**config.mk**
```make
export PLATFORM = sky130hd
export DESIGN_NAME = mem_access_unit
export DESIGN_NICKNAME = d
export VERILOG_FILES = /design/src/rtl/mem_access_unit.sv
export SDC_FILE = /design/constraint.sdc
export NUM_CORES = 1
export LEC_CHECK = 0
export CELL_PAD_IN_SITES_DETAIL_PLACEMENT = 1
export CELL_PAD_IN_SITES_GLOBAL_PLACEMENT = 1
export CORE_ASPECT_RATIO = 0.6
export CORE_MARGIN = 5
export CORE_UTILIZATION = 35
export CTS_CLUSTER_SIZE = 12
export DETAILED_ROUTE_END_ITERATION = 16
export GPL_TIMING_DRIVEN = 0
export PLACE_DENSITY_LB_ADDON = 0.1
export SLEW_MARGIN = 20
export SYNTH_ARGS = -nofsm -noshare
export SYNTH_HDL_FRONTEND = slang
export SYNTH_SLANG_ARGS = --single-unit
```
**constraint.sdc**
```tcl
create_clock -name CLK -period 3.83 [get_ports CLK]
set_input_delay 0.383 -clock CLK [delete_from_list [all_inputs] [get_ports CLK]]
set_output_delay 0.383 -clock CLK [all_outputs]
set_load 0.01 [all_outputs]
```
**src/rtl/mem_access_unit.sv**
```systemverilog
// MEM-stage load/store engine: one req/ack bus transaction per access,
// with lane alignment, store replication, load extension and timeout abort.
module mem_access_unit #(
    parameter int unsigned TIMEOUT = 16,
    parameter int unsigned CNTW    = 5
) (
    input  logic        CLK,
    input  logic        RST,
    input  logic [31:0] addri,
    input  logic [31:0] memDatai,
    input  logic        memWritei,
    input  logic        memReadi,
    input  logic [1:0]  readModei,
    input  logic        signExti,
    output logic        stall,
    output logic [31:0] loadData,
    output logic        excMisalign,
    output logic        busErr,
    output logic        memReq,
    output logic        memWe,
    output logic [29:0] memAddr,
    output logic [3:0]  memBE,
    output logic [31:0] memWData,
    input  logic [31:0] memRData,
    input  logic        memAck
);

    typedef enum logic [1:0] {IDLE, REQ, DONE} state_t;

    state_t            r_state;
    state_t            w_state_nxt;
    logic [CNTW-1:0]   r_cnt;
    logic [1:0]        r_lo;
    logic [1:0]        r_mode;
    logic              r_sext;

    logic              w_acc;
    logic              w_aligned;
    logic              w_start;
    logic              w_misalign;
    logic              w_ack;
    logic              w_tmo;
    logic [3:0]        w_be;
    logic [31:0]       w_wdata;
    logic [7:0]        w_byte;
    logic [15:0]       w_half;
    logic [31:0]       w_load;

    assign w_acc = memReadi | memWritei;

    // Alignment check, byte enables and lane-replicated store data
    always_comb begin
        case (readModei)
            2'b01: begin
                w_aligned = ~addri[0];
                w_be      = addri[1] ? 4'b1100 : 4'b0011;
                w_wdata   = {memDatai[15:0], memDatai[15:0]};
            end
            2'b10: begin
                w_aligned = 1'b1;
                w_be      = 4'b0001 << addri[1:0];
                w_wdata   = {4{memDatai[7:0]}};
            end
            default: begin
                w_aligned = (addri[1:0] == 2'b00);
                w_be      = 4'b1111;
                w_wdata   = memDatai;
            end
        endcase
    end

    // Lane extraction from the bus using the access attributes latched at issue
    always_comb begin
        case (r_lo)
            2'd0:    w_byte = memRData[7:0];
            2'd1:    w_byte = memRData[15:8];
            2'd2:    w_byte = memRData[23:16];
            default: w_byte = memRData[31:24];
        endcase
        w_half = r_lo[1] ? memRData[31:16] : memRData[15:0];
        case (r_mode)
            2'b01:   w_load = {{16{r_sext & w_half[15]}}, w_half};
            2'b10:   w_load = {{24{r_sext & w_byte[7]}}, w_byte};
            default: w_load = memRData;
        endcase
    end

    always_ff @(posedge CLK or posedge RST) begin
        if (RST) r_state <= IDLE;
        else     r_state <= w_state_nxt;
    end

    always_comb begin
        w_state_nxt = r_state;
        w_start     = 1'b0;
        w_misalign  = 1'b0;
        w_ack       = 1'b0;
        w_tmo       = 1'b0;
        case (r_state)
            IDLE: begin
                if (w_acc && w_aligned) begin
                    w_start     = 1'b1;
                    w_state_nxt = REQ;
                end else if (w_acc) begin
                    w_misalign  = 1'b1;
                end
            end
            REQ: begin
                if (memAck) begin
                    w_ack       = 1'b1;
                    w_state_nxt = DONE;
                end else if (r_cnt == CNTW'(TIMEOUT - 1)) begin
                    w_tmo       = 1'b1;
                    w_state_nxt = DONE;
                end
            end
            DONE:    w_state_nxt = IDLE;
            default: w_state_nxt = IDLE;
        endcase
    end

    // Reset must release the pipeline at once, even with an access still presented
    assign stall = ~RST & (w_start | (r_state == REQ));

    always_ff @(posedge CLK or posedge RST) begin
        if (RST) begin
            memReq      <= 1'b0;
            memWe       <= 1'b0;
            memAddr     <= 30'd0;
            memBE       <= 4'd0;
            memWData    <= 32'd0;
            loadData    <= 32'd0;
            excMisalign <= 1'b0;
            busErr      <= 1'b0;
            r_cnt       <= '0;
            r_lo        <= 2'd0;
            r_mode      <= 2'd0;
            r_sext      <= 1'b0;
        end else begin
            excMisalign <= w_misalign;
            busErr      <= w_tmo;
            if (w_start) begin
                memReq   <= 1'b1;
                memWe    <= memWritei;
                memAddr  <= addri[31:2];
                memBE    <= w_be;
                memWData <= w_wdata;
                r_cnt    <= '0;
                r_lo     <= addri[1:0];
                r_mode   <= readModei;
                r_sext   <= signExti;
            end else if (r_state == REQ) begin
                r_cnt <= r_cnt + CNTW'(1);
                if (w_ack || w_tmo) memReq <= 1'b0;
                if (w_ack && !memWe) loadData <= w_load;
                if (w_tmo) loadData <= 32'd0;
            end
        end
    end

endmodule

```
* Yosys cells after proc, flatten, opt, wreduce, memory -nomap -nowiden *
Cells that the tools add are included.

cells by class
  shifts and indexed selects = 1
  $add $sub $neg = 1
  mux-type cells = 28
  reduce and logical (&&, ||, !) cells = 13
  eq/ne operators = 10
  bitwise gates (word level) = 8

operators by type and width
  kind                 number
  $pmux 32 s2          2
  $mux 32              2
  $pmux 8 s3           1
  $mux 16              1
  $mux 1               13
  $mux 5               2
  $eq 2x1->1 const B   4
  $pmux 4 s2           1
  $eq 2x2->1 const B   3
  $logic_not 2->1      3
  $mux 2               3
  $reduce_bool 2->1    3
  $add 5x1->5 const B  1
  $eq 5x4->1 const B   1
  $mux 4               1
  $pmux 2 s2           1
  $reduce_and 2->1     2
  $shl 1x2->4 const A  1
  $and 1x1->1          3
  $ne 3x3->1 const B   1
  $not 1->1            3
  $reduce_and 3->1     1
  $logic_and 1x1->1    2
  $ne 2x2->1 const B   1
  4 further kinds      5

word-level totals
  word-level logic and storage cells = 74
  register bits after elaboration = 114
  output and inout port bits = 103
  input bits = 104

* Longest topological paths before layout *
  word-level depth = 8
  mapped depth = 9
  mapped depth without buffers = 7

* Worst setup path after synthesis *
Ideal clock, no wire load.

  path kind = input-to-output
  start = input readModei[0]
  end = output stall
  stages on the path = 9
  path buffers = 3
  arrival = 2.072 ns
  slack = 1.375 ns
  data required time = 3.447 ns
  path through = inv_1 ha_1 buf_4 inv_1 a32oi_1 or4_1 buf_6 buf_2 a21oi_1

on the way
  word-level cells in the longest chain between the ends = 7

ends and longest elaborated chain
  element                                          line  text
  from (decl)                                      13    input logic [1:0] readModei,
  $eq 2x2->1 / $eq 2x1->1 (equally long branches)  53    case (readModei)
  $pmux 1 s2 *                                     53
  $logic_and 1x1->1 *                              101   if (w_acc && w_aligned) begin
  $mux 1 *                                         101
  $mux 1 *                                         99    case (r_state)
  $or 1x1->1 *                                     123   assign stall = ~RST & (w_start | (r_state == REQ));
  $and 1x1->1 *                                    123
  to (decl)                                        15    output logic stall,

Mark *: on every way between the ends. The rest lies on a longest branch, timed or not.

* Worst setup path after layout *
Ends and elaborated chain as after synthesis.

==> qor.csv <==
stage;metric;value;unit
floorplanning;start_util;35.3;%
critical_path;worstSetupPathType;in -> out;
critical_path;end_kind;output pin;
timing;holdWs;444;ps
synthesis;synth_edf_count;0;
critical_path;crit_start;readModei[0];
synthesis;syn_inst;428;
synthesis;synth-seq-cells;114;
global_route;grt_antenna_before_repair;0;
placed_design;port_buffers;206;
route;routed_via_density;5.12;
route;drt_wl_total;18.9;mm
timing;rsz0062_at_grt;false;
timing;hold_viol;0;
timing;fin_crit;3350;ps
critical_path;crit_family;buffers and inverters;
timing;fin_skew;10.7;ps
route;drc_errors;0;
global_route;grt_util_all_layers;19.8;%
global_route;grt_pass1_wl;29.0;mm
critical_path;slowest_delay;500;ps
critical_path;crit_required;3450;ps
clocking;cts_tree;done;
timing;worst_pin_slew;684;ps
synthesis;synth.distinct_cells;44;
placed_design;hpwlAfterDp;14.1;mm
route;vias;4490;
critical_path;path_buf_inv;6;
worst_hold_path;min_path_type;in -> async;
placed_design;gp_congestion;0.824;
timing;setup_ws;485;ps
cells_and_area;area_delta_synth_final;54.0;%
clocking;h-tree-depth;4;
clocking;numClockSinks;114;
clocking;clk_pin_slew_worst_paths;50;ps
timing;max_freq;299;MHz
timing;slew_headroom;54.2;%
synthesis;synth_nets;538;
cells_and_area;mostFrequentLayoutCells;clkdlybuf4s50_1 (205), dfrtp_1 (114), mux2_4 (70);
timing;fin_tns_setup;0;ps
outcome;outcome;completed;
global_route;overflow;0;
critical_path;worst_path_max_delay_cell;clkdlybuf4s50_1;
clocking;clk_latency;400;ps
power;p_per_area;802;nW/um^2
cells_and_area;layout.nets;764;
route;dr.pass1.iters;5;
synthesis;synth_warnings;0;
synthesis;synth_area;5660;sq um
floorplanning;num_rows;36;
critical_path;arrival;2960;ps
timing;period_share;87.3;%
critical_path;crit_fanout;10;
synthesis;synthArstFlopShare;100;%
timing;setup_viol;0;
global_route;grt_start_max_net_pins;65;
route;routedWlPerCell;21.6;um
placed_design;pre_cts_ws;138;ps
clocking;clockBufferDepth;2;
cells_and_area;drive_gt1_share;18.3;%
power;ir_drop;314;uV
route;drt-initial-drc-count;286;
cells_and_area;fin_area;8710;sq um
critical_path;crit_chain;clkdlybuf4s50_1 -> inv_1 -> ha_1 -> buf_4 -> or2_1 -> a32oi_1 -> or4_1 -> buf_6 -> buf_2 -> a21oi_1 -> dlymetal6s2s_1;
floorplanning;num_io_pins;207;
synthesis;yosysSeqAreaShare;50.4;%
critical_path;r2r-start;r_mode[0]$_DFFE_PP0P_;
floorplanning;die_w;174;um
clocking;clock-root-buffer;clkbuf_16;
placed_design;dp_cells;844;
synthesis;syn_avg_cell_area;13.2;sq um
timing;drv_slew;0;
flow_run;maxCapViolCount;0;
power;p_leak;3.97;nW
global_route;grt_pass1_vias;4858;
synthesis;ys.flop_type;dfrtp_1;
critical_path;start_kind;input port;
clocking;cts_buffers;17;
floorplanning;coreArea;16000;sq um
cells_and_area;final_cells;877;
route;antenna_left;0;
floorplanning;dieArea;18900;sq um
floorplanning;die_height;108;um
placed_design;placedInstanceArea;8020;sq um
cells_and_area;mostFrequentLayoutCell;clkdlybuf4s50_1;
power by group:
group	total [mW]	leakage [nW]	internal, mW	switching [mW]
logic	3.06	2.23	1.77	1.29
clock network	1.87	0.336	1.28	0.595
registers	2.06	1.40	1.73	0.333
total	6.99	3.97	4.77	2.22
flip-flops by register name, indices dropped and copies added (netlist names):
register / count
busErr: 1
excMisalign: 1
loadData: 32
memAddr: 30
memBE: 4
memReq: 1
memWData: 32
memWe: 1
r_cnt: 5
r_lo: 2
r_mode: 2
r_sext: 1
r_state: 2
area by class of cell:
cell class / instances / area (sq um)
Clock inverter: 12 / 228
Buffer: 27 / 236
Sequential cell: 114 / 2850
Timing Repair Buffer: 207 / 2090
Clock buffer: 20 / 467
Fill cell: 1611 / 7320
Tap cell: 209 / 262
Antenna cell: 1 / 2.50
Inverter: 29 / 114
Multi-Input combinational cell: 258 / 2460
kinds of logic after synthesis:
| family | Yosys count | share of synthesized area [%] |
|---|---|---|
| compound gates | 102 | 14.7 |
| xor+xnor | 1 | 0.155 |
| flops | 114 | 50.4 |
| buf+inv | 56 | 6.10 |
| fa+ha+maj | 6 | 1.33 |
| simple gates | 61 | 5.33 |
| mux | 88 | 21.9 |
worst reg2reg max path, stage by stage, from the launching register on:
cell      delay (ps)
dfrtp_1          350
inv_1             70
ha_1             270
clkbuf_1         450
inv_2            200
nor2_1           550
clkbuf_1         520
a221o_1          260
layer usage:
metal,up-vias,global-route usage (%),wire length [um]
li1,2035,-,-
met1,2299,28.1,9370
met2,152,30.4,8430
met3,4,5.52,1020
met4,0,4.23,96
met5,-,0,0
path summary, 6_finish.rpt:
kind / cells after the start / endpoint / slack (ps)
hold reg to reg: 1 / excMisalign$_DFF_PP0_ / 470
setup reg to reg: 7 / loadData[23]$_DFFE_PP0P_ / 1100
min in group CLK: 1 / excMisalign$_DFF_PP0_ / 470
setup / recovery: 11 / stall / 480
hold / removal: 2 / memWe$_DFFE_PP0P_ / 440
max in group asynchronous: 3 / memAddr[26]$_DFFE_PP0P_ / 2690
synthesized netlist by cell type (4+ instances only):
library cell	instances	area [sq um]
nand2_1	14	52.6
nor2_1	23	86.3
a21oi_1	21	105
inv_1	28	105
o21ai_0	6	30.0
and2_1	4	25.0
nand2b_1	10	62.6
a211oi_1	7	52.6
a32o_1	8	80.1
o31ai_1	8	60.1
ha_1	6	75.1
mux2i_1	10	100
a31o_1	4	35.0
buf_12	7	140
clkbuf_1	14	52.6
o221ai_1	7	61.3
a221oi_1	8	70.1
mux2_1	7	78.8
a221o_1	16	160
mux2_4	70	1050
dfrtp_1	114	2850
a22o_1	8	70.1
stage by stage:
| stage | power [mW] | utilization (%) |
|---|---|---|
| 2_1_floorplan | 3.59 | - |
| 3_3_place_gp | 5.02 | 49.8 |
| 3_5_place_dp | 5.12 | 50.0 |
| 4_1_cts | 7.06 | 54.3 |
| 5_1_grt | 7.34 | 54.3 |
| 6_report | 6.99 | 54.3 |
timing repair:
action	CTS	global route
setup buffers	0	0
endpoints found under the setup margin	0	1
gates resized for setup	0	1
hold buffers	0	0
(Power assumes the default switching activity.)
